===== src/rtl/sr_drv_pkg.sv =====
// Shared types and helpers for the SR flip-flop driver.
package sr_drv_pkg;

  typedef enum logic [1:0] {
    ST_IDLE   = 2'd0,
    ST_PULSE  = 2'd1,
    ST_SETTLE = 2'd2
  } state_t;

  localparam int MIN_CNT_W = 1;

  // Bits needed to hold values 0..n-1, never less than one bit.
  function automatic int cnt_w(input int n);
    return (n <= 2) ? MIN_CNT_W : $clog2(n);
  endfunction

  // Q==Qn is never a valid readback, so it always fails the match.
  function automatic logic match(input logic target, input logic q, input logic qn);
    return (q == target) && (qn == !target);
  endfunction

endpackage


===== src/rtl/cycle_timer.sv =====
// Loadable down-counter with a zero flag; times both the pulse and settle phases.
module cycle_timer #(
  parameter int W = 2
) (
  input  logic         clk,
  input  logic         rst,
  input  logic         i_load,
  input  logic [W-1:0] i_load_val,
  input  logic         i_en,
  output logic         o_zero
);

  logic [W-1:0] r_cnt;

  always_ff @(posedge clk or posedge rst) begin
    if (rst)                         r_cnt <= '0;
    else if (i_load)                 r_cnt <= i_load_val;
    else if (i_en && (r_cnt != '0))  r_cnt <= r_cnt - W'(1);
  end

  assign o_zero = (r_cnt == '0);

endmodule


===== src/rtl/sr_ff_driver.sv =====
// Turns a valid/ready write request into a timed S or R pulse, then verifies Q/Qn with retries.
module sr_ff_driver
  import sr_drv_pkg::*;
#(
  parameter  int PULSE_CYCLES  = 2,
  parameter  int SETTLE_CYCLES = 3,
  parameter  int MAX_RETRY     = 3,
  localparam int RW            = cnt_w(MAX_RETRY + 1)
) (
  input  logic          clk,
  input  logic          rst,
  input  logic          req_valid,
  output logic          req_ready,
  input  logic          req_value,
  output logic          S,
  output logic          R,
  input  logic          Q,
  input  logic          Qn,
  output logic          done,
  output logic          err,
  output logic          busy,
  output logic [RW-1:0] retry_cnt
);

  localparam int TW = cnt_w((PULSE_CYCLES > SETTLE_CYCLES) ? PULSE_CYCLES : SETTLE_CYCLES);
  // Timer counts down to zero, so phases of N cycles load N-1.
  localparam logic [TW-1:0] P_LOAD = TW'(PULSE_CYCLES - 1);
  localparam logic [TW-1:0] S_LOAD = TW'(SETTLE_CYCLES - 1);
  localparam logic [RW-1:0] R_MAX  = RW'(MAX_RETRY);

  state_t        r_state;
  logic          r_target;
  logic          r_s, r_r, r_done, r_err;
  logic [RW-1:0] r_retry;

  logic          w_zero, w_accept, w_match_req, w_match_tgt, w_retry, w_tmr_load;
  logic [TW-1:0] w_load_val;

  assign w_accept    = (r_state == ST_IDLE) && req_valid;
  assign w_match_req = match(req_value, Q, Qn);
  assign w_match_tgt = match(r_target, Q, Qn);
  assign w_retry     = (r_state == ST_SETTLE) && w_zero && !w_match_tgt && (r_retry < R_MAX);
  assign w_tmr_load  = (w_accept && !w_match_req) || ((r_state == ST_PULSE) && w_zero) || w_retry;
  assign w_load_val  = (r_state == ST_PULSE) ? S_LOAD : P_LOAD;

  cycle_timer #(.W(TW)) u_timer (
    .clk        (clk),
    .rst        (rst),
    .i_load     (w_tmr_load),
    .i_load_val (w_load_val),
    .i_en       (r_state != ST_IDLE),
    .o_zero     (w_zero)
  );

  // S/R are set on the edge entering PULSE and cleared on the edge leaving it,
  // so they only ever come from flops and are never both high.
  always_ff @(posedge clk or posedge rst) begin
    if (rst) begin
      r_state  <= ST_IDLE;
      r_target <= 1'b0;
      r_s      <= 1'b0;
      r_r      <= 1'b0;
      r_done   <= 1'b0;
      r_err    <= 1'b0;
      r_retry  <= '0;
    end else begin
      r_done <= 1'b0;
      case (r_state)
        ST_IDLE: begin
          if (req_valid) begin
            r_target <= req_value;
            r_retry  <= '0;
            if (w_match_req) begin
              r_done <= 1'b1;
              r_err  <= 1'b0;
            end else begin
              r_state <= ST_PULSE;
              r_s     <= req_value;
              r_r     <= !req_value;
            end
          end
        end
        ST_PULSE: begin
          if (w_zero) begin
            r_s     <= 1'b0;
            r_r     <= 1'b0;
            r_state <= ST_SETTLE;
          end
        end
        ST_SETTLE: begin
          if (w_zero) begin
            if (w_match_tgt) begin
              r_state <= ST_IDLE;
              r_done  <= 1'b1;
              r_err   <= 1'b0;
            end else if (r_retry < R_MAX) begin
              r_retry <= r_retry + RW'(1);
              r_state <= ST_PULSE;
              r_s     <= r_target;
              r_r     <= !r_target;
            end else begin
              r_state <= ST_IDLE;
              r_done  <= 1'b1;
              r_err   <= 1'b1;
            end
          end
        end
        default: begin
          r_state <= ST_IDLE;
          r_s     <= 1'b0;
          r_r     <= 1'b0;
        end
      endcase
    end
  end

  assign req_ready = (r_state == ST_IDLE);
  assign busy      = !req_ready;
  assign S         = r_s;
  assign R         = r_r;
  assign done      = r_done;
  assign err       = r_err;
  assign retry_cnt = r_retry;

endmodule

===== config.mk =====
export PLATFORM = sky130hd
export DESIGN_NAME = sr_ff_driver
export DESIGN_NICKNAME = d
export VERILOG_FILES = /design/src/rtl/sr_drv_pkg.sv /design/src/rtl/cycle_timer.sv /design/src/rtl/sr_ff_driver.sv
export SDC_FILE = /design/constraint.sdc
export NUM_CORES = 1
export LEC_CHECK = 0
export ABC_AREA = 0
export BUFFER_PORTS_ARGS = -buffer_cell sky130_fd_sc_hd__buf_2
export CAP_MARGIN = 20
export CORE_MARGIN = 2
export CORE_UTILIZATION = 52
export DETAILED_ROUTE_END_ITERATION = 10
export GPL_ROUTABILITY_DRIVEN = 1
export PLACE_DENSITY = 0.76
export REMOVE_ABC_BUFFERS = 1
export SYNTH_ARGS = -nofsm -noshare
export SYNTH_HDL_FRONTEND = slang
export SYNTH_HIERARCHICAL = 1
export SYNTH_SLANG_ARGS = --single-unit
export TNS_END_PERCENT = 5

===== constraint.sdc =====
create_clock -name clk -period 2.76 [get_ports clk]
set_clock_uncertainty 0.1 [all_clocks]
set_input_delay 0.138 -clock clk [delete_from_list [all_inputs] [get_ports clk]]
set_output_delay 0.138 -clock clk [all_outputs]
set_load 0.1 [all_outputs]

==> impl_metrics.toml <==
[run_status]
status = "finished, final reports clean"

[critical_path]
worst-r2r-setup-slack_ns = 0.55
worstSetupStartpointType = "register"
worst_setup_path_end_kind = "register"
cp_arrival_ns = 2.27
worst_r2r_startpoint = "retry_cnt[0]"
timing_worst_setup_path_type = "register to register"
largest_fanout_of_any_net_on_the_critical_path = 6
r2r_end = "u_timer/r_cnt[1]"
r2r.worst_path.cells = 6
critical_path_required_ns = 2.82

[global_routing]
antenna_violations_before_repair = 0
grt_first_pass_wirelength_um = 2300
first_global_vias = 490
gr-total-overflow = 0
largest_net_degree_at_the_start_of_global_routing = 13
gr-usage-all-layers = 0.223

[timing]
rsz0062_at_grt = "false"
max_slew_margin = 0.649
report.final.hold_viol_count = 0
setup_viol_count_final = 0
fmaxAchievable_ghz = 0.452
min_period_over_period = 0.802
number_of_pins_exceeding_their_max_slew_limit_in_the_final_report = 0
final_period_minus_worst_setup_slack_ns = 2.21
final.setup.tns_ns = 0
worst_slew_pin_slew_ns = 0.522

[finish]
finish.instance_area_um2 = 828
design.final.nets = 94
multi_input_area_um2 = 399
mostFrequentLayoutCell = "sky130_fd_sc_hd__buf_2"
regArea_um2 = 275
syn_to_final_growth_pct = 14.9
nFillCells = 116
commonest_cells_after_routing_fill_and_taps_aside = "sky130_fd_sc_hd__buf_2 (13), sky130_fd_sc_hd__dfrtp_1 (11), sky130_fd_sc_hd__inv_1 (8)"
n_antenna_cell = 0
post_route_cells_drive_above_1_share = 0.341

[synthesis]
synth_edf_count = 0
syn-instance-count = 69
yosysUniqueCellTypes = 34
synth.cell_area_um2 = 721
postSynth.topFlopCell = "sky130_fd_sc_hd__dfrtp_1"
postSynthAreaPerCell_um2 = 10.4
ys_seq_elements = 11
async_set_or_reset_flop_fraction_in_the_synthesized_netlist = 1.00
synth.yosys.seq_area_share = 0.382
synth-warning-count = 6

[floorplan]
floorplan.die.height_um = 41.2
io_pins = 14
floorplan.core_area_mm2 = 0.00130
row_count = 13
initial_core_util = 0.554
design.die.area_mm2 = 0.00170
chipWidth_um = 41.2

[clocking]
cts_setup_buffers = 0
cts-buffers-inserted = 3
cts_num_sinks = 11
clkSlewWorstSetupHoldPaths_ns = 0.07
cts.htree.levels = 1
clk-insertion-delay-late_ns = 0.27
cts_tree = "done"
cts_buffer_depth = 2
ctsRootBufferMaster = "sky130_fd_sc_hd__clkbuf_4"

[place]
port_buf_inserts = 13
post_dp_cell_area_um2 = 792
place_hpwl_um = 1080
gp_congestion = 0.820

[hold_path]
timing.hold.worst.start = "req_value"
worstHoldPathCells = 2
hold_wc_path_type = "input port to register"
min_delay_worst_endpoint = "r_target"

[run]
maxCapViolations = 0

[route]
via_count = 564
number_of_iterations_in_the_first_detailed_routing_pass = 4
ant_nets = 0
drt_drc_violations_left = 0
dr.first_iter.drc_count = 7
post_dr_wirelength_cell_um = 13.6
sum_of_routed_wire_length_over_all_layers_um = 1360
routed_via_density = 5.64
-- per-stage QoR --
step	hold WS (ns)	cells	utilization	setup slack (ns)
floorplan	-0.221	67	-	0.211
global placement	-0.101	95	0.609	0.638
detailed placement	-0.102	95	0.609	0.552
CTS	0.0680	100	0.637	0.549
global route	0.0756	100	0.637	0.331
finish	0.0704	100	0.637	0.546
-- worst max path at each step --
stage / cells after the start / slack, ns / startpoint / end
after floorplan: 6 / 0.21 / retry_cnt[0] / u_timer/r_cnt[0]
after global placement: 6 / 0.64 / retry_cnt[0] / u_timer/r_cnt[0]
after detailed placement: 6 / 0.55 / retry_cnt[0] / u_timer/r_cnt[1]
after CTS: 6 / 0.55 / retry_cnt[0] / u_timer/r_cnt[1]
after global routing: 6 / 0.33 / retry_cnt[0] / u_timer/r_cnt[1]
final: 6 / 0.55 / retry_cnt[0] / u_timer/r_cnt[1]
-- synth_stat cells, types with 2 or more instances --
| library cell | instances | share of area |
|---|---|---|
| sky130_fd_sc_hd__a21oi_1 | 2 | 0.014 |
| sky130_fd_sc_hd__a221o_1 | 2 | 0.028 |
| sky130_fd_sc_hd__a31oi_1 | 2 | 0.017 |
| sky130_fd_sc_hd__and2b_4 | 2 | 0.028 |
| sky130_fd_sc_hd__dfrtp_1 | 11 | 0.38 |
| sky130_fd_sc_hd__ha_1 | 2 | 0.035 |
| sky130_fd_sc_hd__inv_1 | 8 | 0.042 |
| sky130_fd_sc_hd__mux2_2 | 2 | 0.031 |
| sky130_fd_sc_hd__mux2i_1 | 4 | 0.056 |
| sky130_fd_sc_hd__nand2_1 | 2 | 0.010 |
| sky130_fd_sc_hd__nand2b_1 | 3 | 0.026 |
| sky130_fd_sc_hd__nor2_1 | 2 | 0.010 |
| sky130_fd_sc_hd__nor2b_1 | 3 | 0.026 |
| sky130_fd_sc_hd__nor3b_2 | 2 | 0.035 |
| sky130_fd_sc_hd__nor4b_1 | 2 | 0.024 |
| sky130_fd_sc_hd__o21ai_0 | 2 | 0.014 |
-- registers in the layout, indices dropped and copies added (netlist names) --
| signal | count |
|---|---|
| r_state | 2 |
| retry_cnt | 2 |
| u_timer/r_cnt | 2 |
| R | 1 |
| S | 1 |
| done | 1 |
| err | 1 |
| r_target | 1 |
-- cell families (layout without fill, tap and decap cells) --
group	Yosys count	count (layout)	share of synthesized area
fa+ha+maj	2	2	0.0347
buf+inv	11	27	0.0642
flops	11	11	0.382
mux	8	8	0.123
simple gates	20	20	0.201
compound gates	17	17	0.194
-- final cells by class --
class	instances	share of cell area
Inverter	9	0.0408
Multi-Input combinational cell	47	0.482
Timing Repair Buffer	14	0.0906
Sequential cell	11	0.332
Clock buffer	4	0.0317
Tap cell	15	0.0227
-- timing repair --
action / 4_1_cts / 5_1_grt
resized for setup: 0 / 0
hold buffers: 1 / 0
hold endpoints to repair: 11 / 0
-- worst max-delay path, cell delays in order (launching register included) --
cell and delay, ns:
sky130_fd_sc_hd__dfrtp_1 0.41, sky130_fd_sc_hd__ha_1 0.23, sky130_fd_sc_hd__a211oi_2 0.28, sky130_fd_sc_hd__nand4b_1 0.24, sky130_fd_sc_hd__o21ai_0 0.28, sky130_fd_sc_hd__and2b_1 0.25
sky130_fd_sc_hd__a221o_1 0.31
-- layer usage --
layer | GRT usage | routed length [µm] | up-vias
li1 | - | - | 283
met1 | 0.294 | 660 | 268
met2 | 0.313 | 624 | 9
met3 | 0.0652 | 42 | 4
met4 | 0.145 | 37 | 0
met5 | 0 | 0 | -
Power is not shown: default switching activity piles up to over one toggle a cycle in this logic, so the estimate is an artifact.
